## config.mk

```make
export PLATFORM = sky130hd
export DESIGN_NAME = cpu_datapath
export DESIGN_NICKNAME = d
export VERILOG_FILES = /design/src/rtl/cpu_pkg.sv /design/src/rtl/dp_regfile.sv /design/src/rtl/cpu_datapath.sv
export SDC_FILE = /design/constraint.sdc
export NUM_CORES = 1
export LEC_CHECK = 0
export ABC_AREA = 1
export CAP_MARGIN = 10
export CORE_AREA = 2 2 139 141
export CTS_CLUSTER_SIZE = 30
export DETAILED_ROUTE_END_ITERATION = 7
export DIE_AREA = 0 0 141 143
export HOLD_SLACK_MARGIN = 0.08
export MAX_ROUTING_LAYER = met4
export PLACE_DENSITY = 0.81
export SYNTH_ARGS = -nofsm -noshare
export SYNTH_HDL_FRONTEND = slang
export SYNTH_HIERARCHICAL = 1
export SYNTH_SLANG_ARGS = --single-unit
```

## constraint.sdc

```tcl
create_clock -name clk -period 4.23 [get_ports clk]
set_input_delay 0.6345 -clock clk [delete_from_list [all_inputs] [get_ports clk]]
set_output_delay 0.6345 -clock clk [all_outputs]
set_load 0.01 [all_outputs]
```

## src/rtl/cpu_pkg.sv

```systemverilog
// -----------------------------------------------------------------------------
// cpu_pkg
// Shared constants and encodings for the simple RISC CPU datapath:
//   DW / PCW      data and program-counter widths
//   alu_op_e      ALU function encodings
//   shift_e       B-path shifter encodings
//   VS_*          bit positions inside the one-hot write-back select (vsel)
// -----------------------------------------------------------------------------
package cpu_pkg;

  localparam int DW  = 16;
  localparam int PCW = 9;

  typedef enum logic [1:0] {
    ALU_ADD = 2'b00,
    ALU_SUB = 2'b01,
    ALU_AND = 2'b10,
    ALU_MVN = 2'b11
  } alu_op_e;

  typedef enum logic [1:0] {
    SH_NONE = 2'b00,
    SH_LSL  = 2'b01,
    SH_LSR  = 2'b10,
    SH_ASR  = 2'b11
  } shift_e;

  localparam int VS_MDATA = 3;
  localparam int VS_IMM8  = 2;
  localparam int VS_PC    = 1;
  localparam int VS_C     = 0;

endpackage : cpu_pkg

```

## src/rtl/dp_regfile.sv

```systemverilog
// -----------------------------------------------------------------------------
// dp_regfile
// 8 x DW register file: synchronous write, asynchronous (combinational) read,
// asynchronous active-low clear. A read of the entry being written in the same
// cycle returns the old contents (no write-to-read bypass).
// Ports:
//   i_clk      rising-edge clock
//   i_rst_n    asynchronous active-low clear of all entries
//   i_we       write enable
//   i_wr_idx   write index
//   i_wr_data  write data
//   i_rd_idx   read index
//   o_rd_data  read data, R[i_rd_idx]
// -----------------------------------------------------------------------------
module dp_regfile #(
  parameter int DW   = 16,
  parameter int NREG = 8,
  parameter int AW   = 3
) (
  input  logic          i_clk,
  input  logic          i_rst_n,
  input  logic          i_we,
  input  logic [AW-1:0] i_wr_idx,
  input  logic [DW-1:0] i_wr_data,
  input  logic [AW-1:0] i_rd_idx,
  output logic [DW-1:0] o_rd_data
);

  logic [DW-1:0] r_regs [NREG];

  always_ff @(posedge i_clk or negedge i_rst_n) begin
    if (!i_rst_n) begin
      for (int i = 0; i < NREG; i++) begin
        r_regs[i] <= '0;
      end
    end else if (i_we) begin
      r_regs[i_wr_idx] <= i_wr_data;
    end
  end

  assign o_rd_data = r_regs[i_rd_idx];

endmodule : dp_regfile

```

## src/rtl/cpu_datapath.sv

```systemverilog
// -----------------------------------------------------------------------------
// cpu_datapath
// 16-bit execution datapath of the simple RISC CPU: register file, A/B operand
// registers, B-path shifter, operand muxes, 4-function ALU, result register C
// and Z/N/V status flags. All sequencing comes from the external controller.
//
// Optional feature macro: DP_VFLAG_EN
//   defined   : signed-overflow flag computed and held in a V register
//   undefined : no V register or overflow logic, V_out tied to 0
//
// Ports:
//   clk          rising-edge clock
//   reset        asynchronous active-low reset, clears all state
//   readnum      register-file read index
//   writenum     register-file write index
//   write        register-file write enable
//   vsel         one-hot write-back select (3 mdata, 2 sximm8, 1 PC, 0 C)
//   loada/loadb  load A / B from the register-file read port
//   shift        B shifter operation
//   asel         1: A operand forced to 0
//   bsel         1: B operand is sximm5
//   ALUop        ALU function
//   loadc        load C from ALU result
//   loads        load Z/N/V from ALU result
//   sximm8       sign-extended 8-bit immediate
//   sximm5       sign-extended 5-bit immediate
//   PC           program counter
//   mdata        memory read data
//   Z_out/N_out/V_out  status flags
//   datapath_out contents of C
// -----------------------------------------------------------------------------
module cpu_datapath
  import cpu_pkg::*;
#(
  parameter int DW  = cpu_pkg::DW,
  parameter int PCW = cpu_pkg::PCW
) (
  input  logic           clk,
  input  logic           reset,
  input  logic [2:0]     readnum,
  input  logic [2:0]     writenum,
  input  logic           write,
  input  logic [3:0]     vsel,
  input  logic           loada,
  input  logic           loadb,
  input  logic [1:0]     shift,
  input  logic           asel,
  input  logic           bsel,
  input  logic [1:0]     ALUop,
  input  logic           loadc,
  input  logic           loads,
  input  logic [DW-1:0]  sximm8,
  input  logic [DW-1:0]  sximm5,
  input  logic [PCW-1:0] PC,
  input  logic [DW-1:0]  mdata,
  output logic           Z_out,
  output logic           N_out,
  output logic           V_out,
  output logic [DW-1:0]  datapath_out
);

  logic [DW-1:0]        w_wb_data;
  logic [DW-1:0]        w_rd_data;
  logic signed [DW-1:0] r_a;
  logic signed [DW-1:0] r_b;
  logic signed [DW-1:0] r_c;
  logic                 r_z;
  logic                 r_n;
  logic signed [DW-1:0] w_b_sh;
  logic signed [DW-1:0] w_ain;
  logic signed [DW-1:0] w_bin;
  logic signed [DW-1:0] w_alu;

  // Write-back source: highest set vsel bit wins, nothing selected writes 0.
  always_comb begin
    w_wb_data = '0;
    if (vsel[VS_MDATA])     w_wb_data = mdata;
    else if (vsel[VS_IMM8]) w_wb_data = sximm8;
    else if (vsel[VS_PC])   w_wb_data = {{(DW-PCW){1'b0}}, PC};
    else if (vsel[VS_C])    w_wb_data = r_c;
  end

  dp_regfile #(
    .DW   (DW),
    .NREG (8),
    .AW   (3)
  ) u_rf (
    .i_clk     (clk),
    .i_rst_n   (reset),
    .i_we      (write),
    .i_wr_idx  (writenum),
    .i_wr_data (w_wb_data),
    .i_rd_idx  (readnum),
    .o_rd_data (w_rd_data)
  );

  // ---- operand register stage ----
  always_ff @(posedge clk or negedge reset) begin
    if (!reset) begin
      r_a <= '0;
      r_b <= '0;
    end else begin
      if (loada) r_a <= w_rd_data;
      if (loadb) r_b <= w_rd_data;
    end
  end

  always_comb begin
    w_b_sh = r_b;
    case (shift)
      SH_LSL:  w_b_sh = r_b <<< 1;
      SH_LSR:  w_b_sh = r_b >> 1;
      SH_ASR:  w_b_sh = r_b >>> 1;
      default: w_b_sh = r_b;
    endcase
  end

  assign w_ain = asel ? '0 : r_a;
  assign w_bin = bsel ? sximm5 : w_b_sh;

  always_comb begin
    w_alu = '0;
    case (ALUop)
      ALU_ADD: w_alu = w_ain + w_bin;
      ALU_SUB: w_alu = w_ain - w_bin;
      ALU_AND: w_alu = w_ain & w_bin;
      default: w_alu = ~w_bin;
    endcase
  end

  // ---- result / status stage ----
  // Flags are taken from the live ALU result, so a compare (loads without
  // loadc) updates them while C keeps its previous value.
  always_ff @(posedge clk or negedge reset) begin
    if (!reset) begin
      r_c <= '0;
      r_z <= 1'b0;
      r_n <= 1'b0;
    end else begin
      if (loadc) r_c <= w_alu;
      if (loads) begin
        r_z <= (w_alu == '0);
        r_n <= w_alu[DW-1];
      end
    end
  end

`ifdef DP_VFLAG_EN
  logic r_v;

  // Signed overflow from operand and result sign bits only; logical ops never
  // overflow.
  function automatic logic f_overflow(input logic [1:0] op, input logic sa,
                                      input logic sb, input logic sr);
    logic ov;
    ov = 1'b0;
    case (op)
      ALU_ADD: ov = (sa == sb) && (sr != sa);
      ALU_SUB: ov = (sa != sb) && (sr != sa);
      default: ov = 1'b0;
    endcase
    return ov;
  endfunction

  always_ff @(posedge clk or negedge reset) begin
    if (!reset) begin
      r_v <= 1'b0;
    end else if (loads) begin
      r_v <= f_overflow(ALUop, w_ain[DW-1], w_bin[DW-1], w_alu[DW-1]);
    end
  end

  assign V_out = r_v;
`else
  assign V_out = 1'b0;
`endif

  assign Z_out        = r_z;
  assign N_out        = r_n;
  assign datapath_out = r_c;

endmodule : cpu_datapath

```

# Yosys cells after proc, flatten, opt, wreduce, memory -nomap -nowiden
# Index checks and enable logic that the tools add are counted.
[classes] addsub=2 magnitude_cmp=3 eq_ne=5 mux=14 n_bitwise=4 n_reduce_logical=3
[ops] op="16-bit 2-to-1 mux" n=9
[ops] op="128-bit bitwise mux" n=1
[ops] op="16-bit case mux with 3 select lines" n=2
[ops] op="16-bit binary-select mux with 3-bit select" n=1
[ops] op="16-bit demux with 3-bit select" n=1
[ops] op="16-bit adder" n=1
[ops] op="16-bit bitwise AND" n=1
[ops] op="16-bit zero test" n=1
[ops] op="16-bit NOT" n=1
[ops] op="16-bit subtractor" n=1
[ops] op="4-bit greater-or-equal comparator (second input constant)" n=2
[ops] op="3-bit NOT with 4-bit output" n=2
[ops] op="2-bit == test (second input constant)" n=3
[ops] op="2-bit by 1-bit == test with 1-bit output (second input constant)" n=2
[ops] op="4-bit by 1-bit < comparator with 1-bit output (second input constant)" n=1
[ops] op="2-bit zero test" n=1
[ops] op="1-bit logical AND" n=1
[totals] ff_bits=178 output_inout_bits=19

# Logic depth before layout (Yosys ltp)
[depth] word_depth=6 ltp_mapped=28 ltp_nobuf=27

# Hierarchy
# Netlist, hierarchy kept.
[modules_own_cells] mod="dp_regfile" instances=1 cells_each=867 area_each_um2=6277.3 seq_area_each_um2=3203.1
[modules_own_cells] mod="cpu_datapath" instances=1 cells_each=728 area_each_um2=4569.4 seq_area_each_um2=1251.2

# Worst setup path before layout
# No wires, ideal clock.
[synth_timing] kind="input -> register" start="input port shift[1]" end="register r_z, in the netlist Z_out" setup_ns=0.065 arrival_ns=3.281 t_required_ns=4.165 path_slack_ns=0.884 cell_stages=23 n_path_buf=1 path_cell_list="buf_6 > inv_2 > nand3_1 > nand3_1 > nand2_1 > ha_1 > nand3_1 > nor3_2 > nand3_1 > o31ai_2 > xor2_1 > ha_1 > a21oi_1 > o21ai_0 > nand2_1 > o211ai_1 > a31oi_1 > nand3_1 > nand2_1 > nor2_1 > nor2_2 > nand3_1 > nand2_1"
[synth_between] elab_chain_len=6 elab_cells_between_ends=11 classes_between="add/sub (2); eq/ne (3); mux (3); bitwise (2); reduce/logical (1)"
[synth_rtl] element="from (decl)" line="cpu_datapath.sv:46" rtl="input logic [1:0] shift,"
[synth_rtl] element="2-bit == test or 2-bit by 1-bit == test with 1-bit output (tied branches)" line="cpu_datapath.sv:110" rtl="case (shift)"
[synth_rtl] element="16-bit case mux with 3 select lines *" line="cpu_datapath.sv:110"
[synth_rtl] element="16-bit 2-to-1 mux *" line="cpu_datapath.sv:119" rtl="assign w_bin = bsel ? sximm5 : w_b_sh;"
[synth_rtl] element="16-bit subtractor (tied with other cells)" line="cpu_datapath.sv:125" rtl="ALU_SUB: w_alu = w_ain - w_bin;"
[synth_rtl] element="16-bit case mux with 3 select lines *" line="cpu_datapath.sv:123" rtl="case (ALUop)"
[synth_rtl] element="16-bit zero test *" line="cpu_datapath.sv:142" rtl="r_z <= (w_alu == '0);"
[synth_rtl] element="to (signal assigned)" line="cpu_datapath.sv:142"
[synth_rtl] element="to (decl)" line="cpu_datapath.sv:67" rtl="logic r_z;"
# Mark *: on every way between the ends. The rest lies on a longest branch, timed or not.
# A chain may end at the register's enable or synchronous reset.

# Final worst setup path
[layout_timing] start="input port bsel" end="register r_z, in the netlist Z_out"
[layout_between] elab_chain_len=4 elab_cells_between_ends=7 classes_between="add/sub (2); mux (2); bitwise (2); reduce/logical (1)"
[layout_rtl] element="from (decl)" line="cpu_datapath.sv:48" rtl="input logic bsel,"
[layout_rtl] element="16-bit 2-to-1 mux *" line="cpu_datapath.sv:119"
[layout_rtl] element="16-bit subtractor (tied with other cells)" line="cpu_datapath.sv:125"
[layout_rtl] element="16-bit case mux with 3 select lines *" line="cpu_datapath.sv:123"
[layout_rtl] element="16-bit zero test *" line="cpu_datapath.sv:142"
# Marks and branches as above.

==> results.yml <==
layout:
  post-route-cell-area_um2: 12600
  antennaDiodeCount: 0
  post_route_cells_drive_above_1_share_pct: 6.02
  post_layout_nonfiller_instances: 1913
  num-nets-final: 1764
  areaGrowthSynthToFinish_pct: 15.7
grt:
  grt_antenna_before_repair: 0
  grt.total_usage_pct: 32.1
  grt_pass1_wl_mm: 49.4
  grt_start_max_net_pins: 111
  grt_overflow: 0
  first_global_vias: 9853
cts:
  cts.repair.resized: 0
  postCtsSetupRepairBufs: 0
  tritoncts: "built"
  clock_transition_at_the_registers_of_the_reported_paths_ns: 0.07
  worst_skew_pair.late_latency_ns: 0.43
  clock_sinks: 178
  cts_root_buffer: "clkbuf_16"
  cts-buffers-inserted: 17
  post_cts_hold_buffer_count: 0
  ctsHtreeMaxLevel: 4
  clock_tree.buffer_depth: 2
worst_setup_path:
  cp-start-kind: "primary input"
  critPathMaxStageDelay_ns: 0.48
  timing.reg2reg.setup_slack_ns: 0.71
  timing.critical_path.cells: "clkdlybuf4s50_1 -> buf_4 -> a21oi_1 -> nand3_1 -> nand2_1 -> ha_1 -> nand3_1 -> nor3_2 -> nand3_1 -> o31ai_2 -> xor2_1 -> ha_1 -> a21oi_1 -> o21ai_0 -> nand2_1 -> o211ai_1 -> a31oi_2 -> nand3_1 -> nand2_1 -> nor2_1 -> nor2_2 -> nand3_1 -> nand2_1"
  cp.arrival_ns: 4.31
  critical-path-top-delay-family: "simple AND/OR/NAND/NOR gates"
  worst_path_most_repeated_cell: "nand3_1"
  crit_path_max_fanout: 10
  timing_worst_setup_path_type: "in2reg"
  slowest_stage: "clkdlybuf4s50_1"
  ff2ff_path_depth: 21
  worst-path-stages: 23
  worstSetupEndpointType: "flop"
  crit_required_ns: 4.60
  critPathBufInv: 2
drt:
  drt-initial-drc-count: 891
  drc_errors: 1
  routed_wire_length_per_instance_um: 15.9
  routed_wirelength_mm: 30.4
  drt.antenna.violating_nets: 0
  route.detailed.vias_per_inst: 5.44
  route.vias.total: 10400
  detail_route.first_pass.iterations: 8
place:
  numPlacedInstances: 1881
  numPortBuffers: 97
  dp.final_hpwl_mm: 21.2
  placed_area_um2: 12000
  gp_congestion: 0.980
synthesis:
  synth.ff_latch_count: 178
  syn-instance-count: 1595
  netlist_area_um2: 10800
  synthSimpleGateAreaFrac_pct: 30.4
  postSynth.asyncResetShare_pct: 100
  synthesis.nets: 1693
  ys_top_cells_by_area: "dfrtp_1 41%, nand2_1 20%, o21ai_0 8.5%"
  synthXorXnorAreaFrac_pct: 1.13
  synth_common_cells: "576 x nand2_1, 226 x inv_1, 184 x o21ai_0, 178 x dfrtp_1, 118 x nand3_1"
  post-synth-top-area-fraction_pct: 41.1
  netlist-cell-type-count: 45
  synthMuxAreaShare_pct: 1.04
  yosys_warnings: 6
  synth_area_per_cell_um2: 6.80
  yosys.area_share.adder_pct: 2.15
  synth_top_family_by_area: "simple AND/OR/NAND/NOR gates"
  yosys.cell_count.top_type: "nand2_1"
  yosys.area.top_type: "dfrtp_1"
  part_of_the_yosys_area_used_for_sequential_elements_pct: 41.1
  synth-compound-area-share_pct: 12.6
  synth_edf_count: 0
  synth-main-ff-cell: "dfrtp_1"
flow_run:
  max-cap-violations: 0
floorplanning:
  floorplan.die.width_um: 141
  ios: 99
  core_um2: 18600
  placement_rows: 50
  initial_utilization_pct: 58.4
  die_area_um2: 20200
  fp.dieH_um: 143
timing:
  finalHoldViolCount: 0
  worst_hold_slack_ns: 0.316
  tightestPinTransition_ns: 1.20
  fin_worst_skew_ns: 0.0113
  max_freq_mhz: 254
  slew_viol_final: 0
  final_min_period_over_clock_period_pct: 93.1
  max_slew_margin_pct: 20.0
  finalSetupViolations: 0
  unrepaired_setup_endpoints_after_global_routing: "false"
  final_period_minus_worst_setup_slack_ns: 3.94
worst_hold_path:
  min_path_type: "in2async"
pwr:
  power_density_nw_per_um2: 421
  power.ir.vdd_worst_v: 0.000328
  p_leak_nw: 6.55
status:
  failed_checks: "design-rule violations"
  run_status: "finished, violations left"
## final cells by class
| class | count | area (um^2) |
|---|---|---|
| Fill cell | 1633 | 6030 |
| Tap cell | 234 | 293 |
| Inverter | 234 | 881 |
| Timing Repair Buffer | 128 | 1200 |
| Clock buffer | 17 | 425 |
| Multi-Input combinational cell | 1107 | 5140 |
| Sequential cell | 178 | 4450 |
| Clock inverter | 15 | 165 |
## through the flow
step	setup TNS (ns)	utilization [%]	total power (W)	setup slack, ns
5_1_grt	0	67.6	0.00562	0.00952
4_1_cts	0	67.5	0.00528	0.321
3_5_place_dp	-0.248	64.4	0.00371	-0.0865
2_1_floorplan	0	-	0.00319	0.884
6_report	0	67.6	0.00529	0.293
3_3_place_gp	0	64.4	0.00366	0.0248
## state kept, by name, summed over array words and instances, names as in the netlist
signal	flops
r_b	16
N_out	1
datapath_out	16
Z_out	1
r_a	16
u_rf/r_regs	128
## where the power goes
group          switching (W)  internal, W
clock network       0.000771     0.000795
registers           0.000203      0.00204
logic               0.000910     0.000571
## path summary, 6_finish.rpt
path	from	to
max	bsel	Z_out
min	reset	r_a[0]
max reg2reg	r_b[2]	Z_out
min reg2reg	u_rf/r_regs[73]	u_rf/r_regs[73]
max in group asynchronous	reset	datapath_out[10]
min in group clk	u_rf/r_regs[73]	u_rf/r_regs[73]
## cell families after synthesis
group,after synthesis
DFF,178
muxes,10
and+or+nand+nor,799
adders and majority gates,18
AOI/OAI and AO/OA,265
xor gates and xnor gates,14
buffers and inverters,310
other,1
## cells in the final DEF, fill, tap and decap left out, types with 3 or more instances in the layout
cell type,netlist,final
mux2_2,10,10
nand2_1,576,576
dfrtp_1,178,178
nand4_1,4,4
nand3b_1,6,6
xor2_1,12,12
nor3_1,7,7
nand2_2,5,5
inv_8,0,4
o21ai_0,184,184
clkdlybuf4s50_1,0,95
buf_4,2,31
clkbuf_16,0,17
a21oi_1,61,61
inv_1,226,226
nand3_1,118,118
o21ai_1,4,4
clkinv_8,0,3
inv_2,5,5
nor2_1,63,63
or2_1,8,8
a31oi_1,8,7
ha_1,17,17
## metal layers
metal	up-vias	share of wire (%)	GRT usage (%)
met2	388	48	52.3
li1	5105	-	-
met3	71	6.8	5.13
met5	-	0	-
met4	0	3.4	13.0
met1	4845	42	40.4
Note: power is estimated with default switching activity, not from simulation.
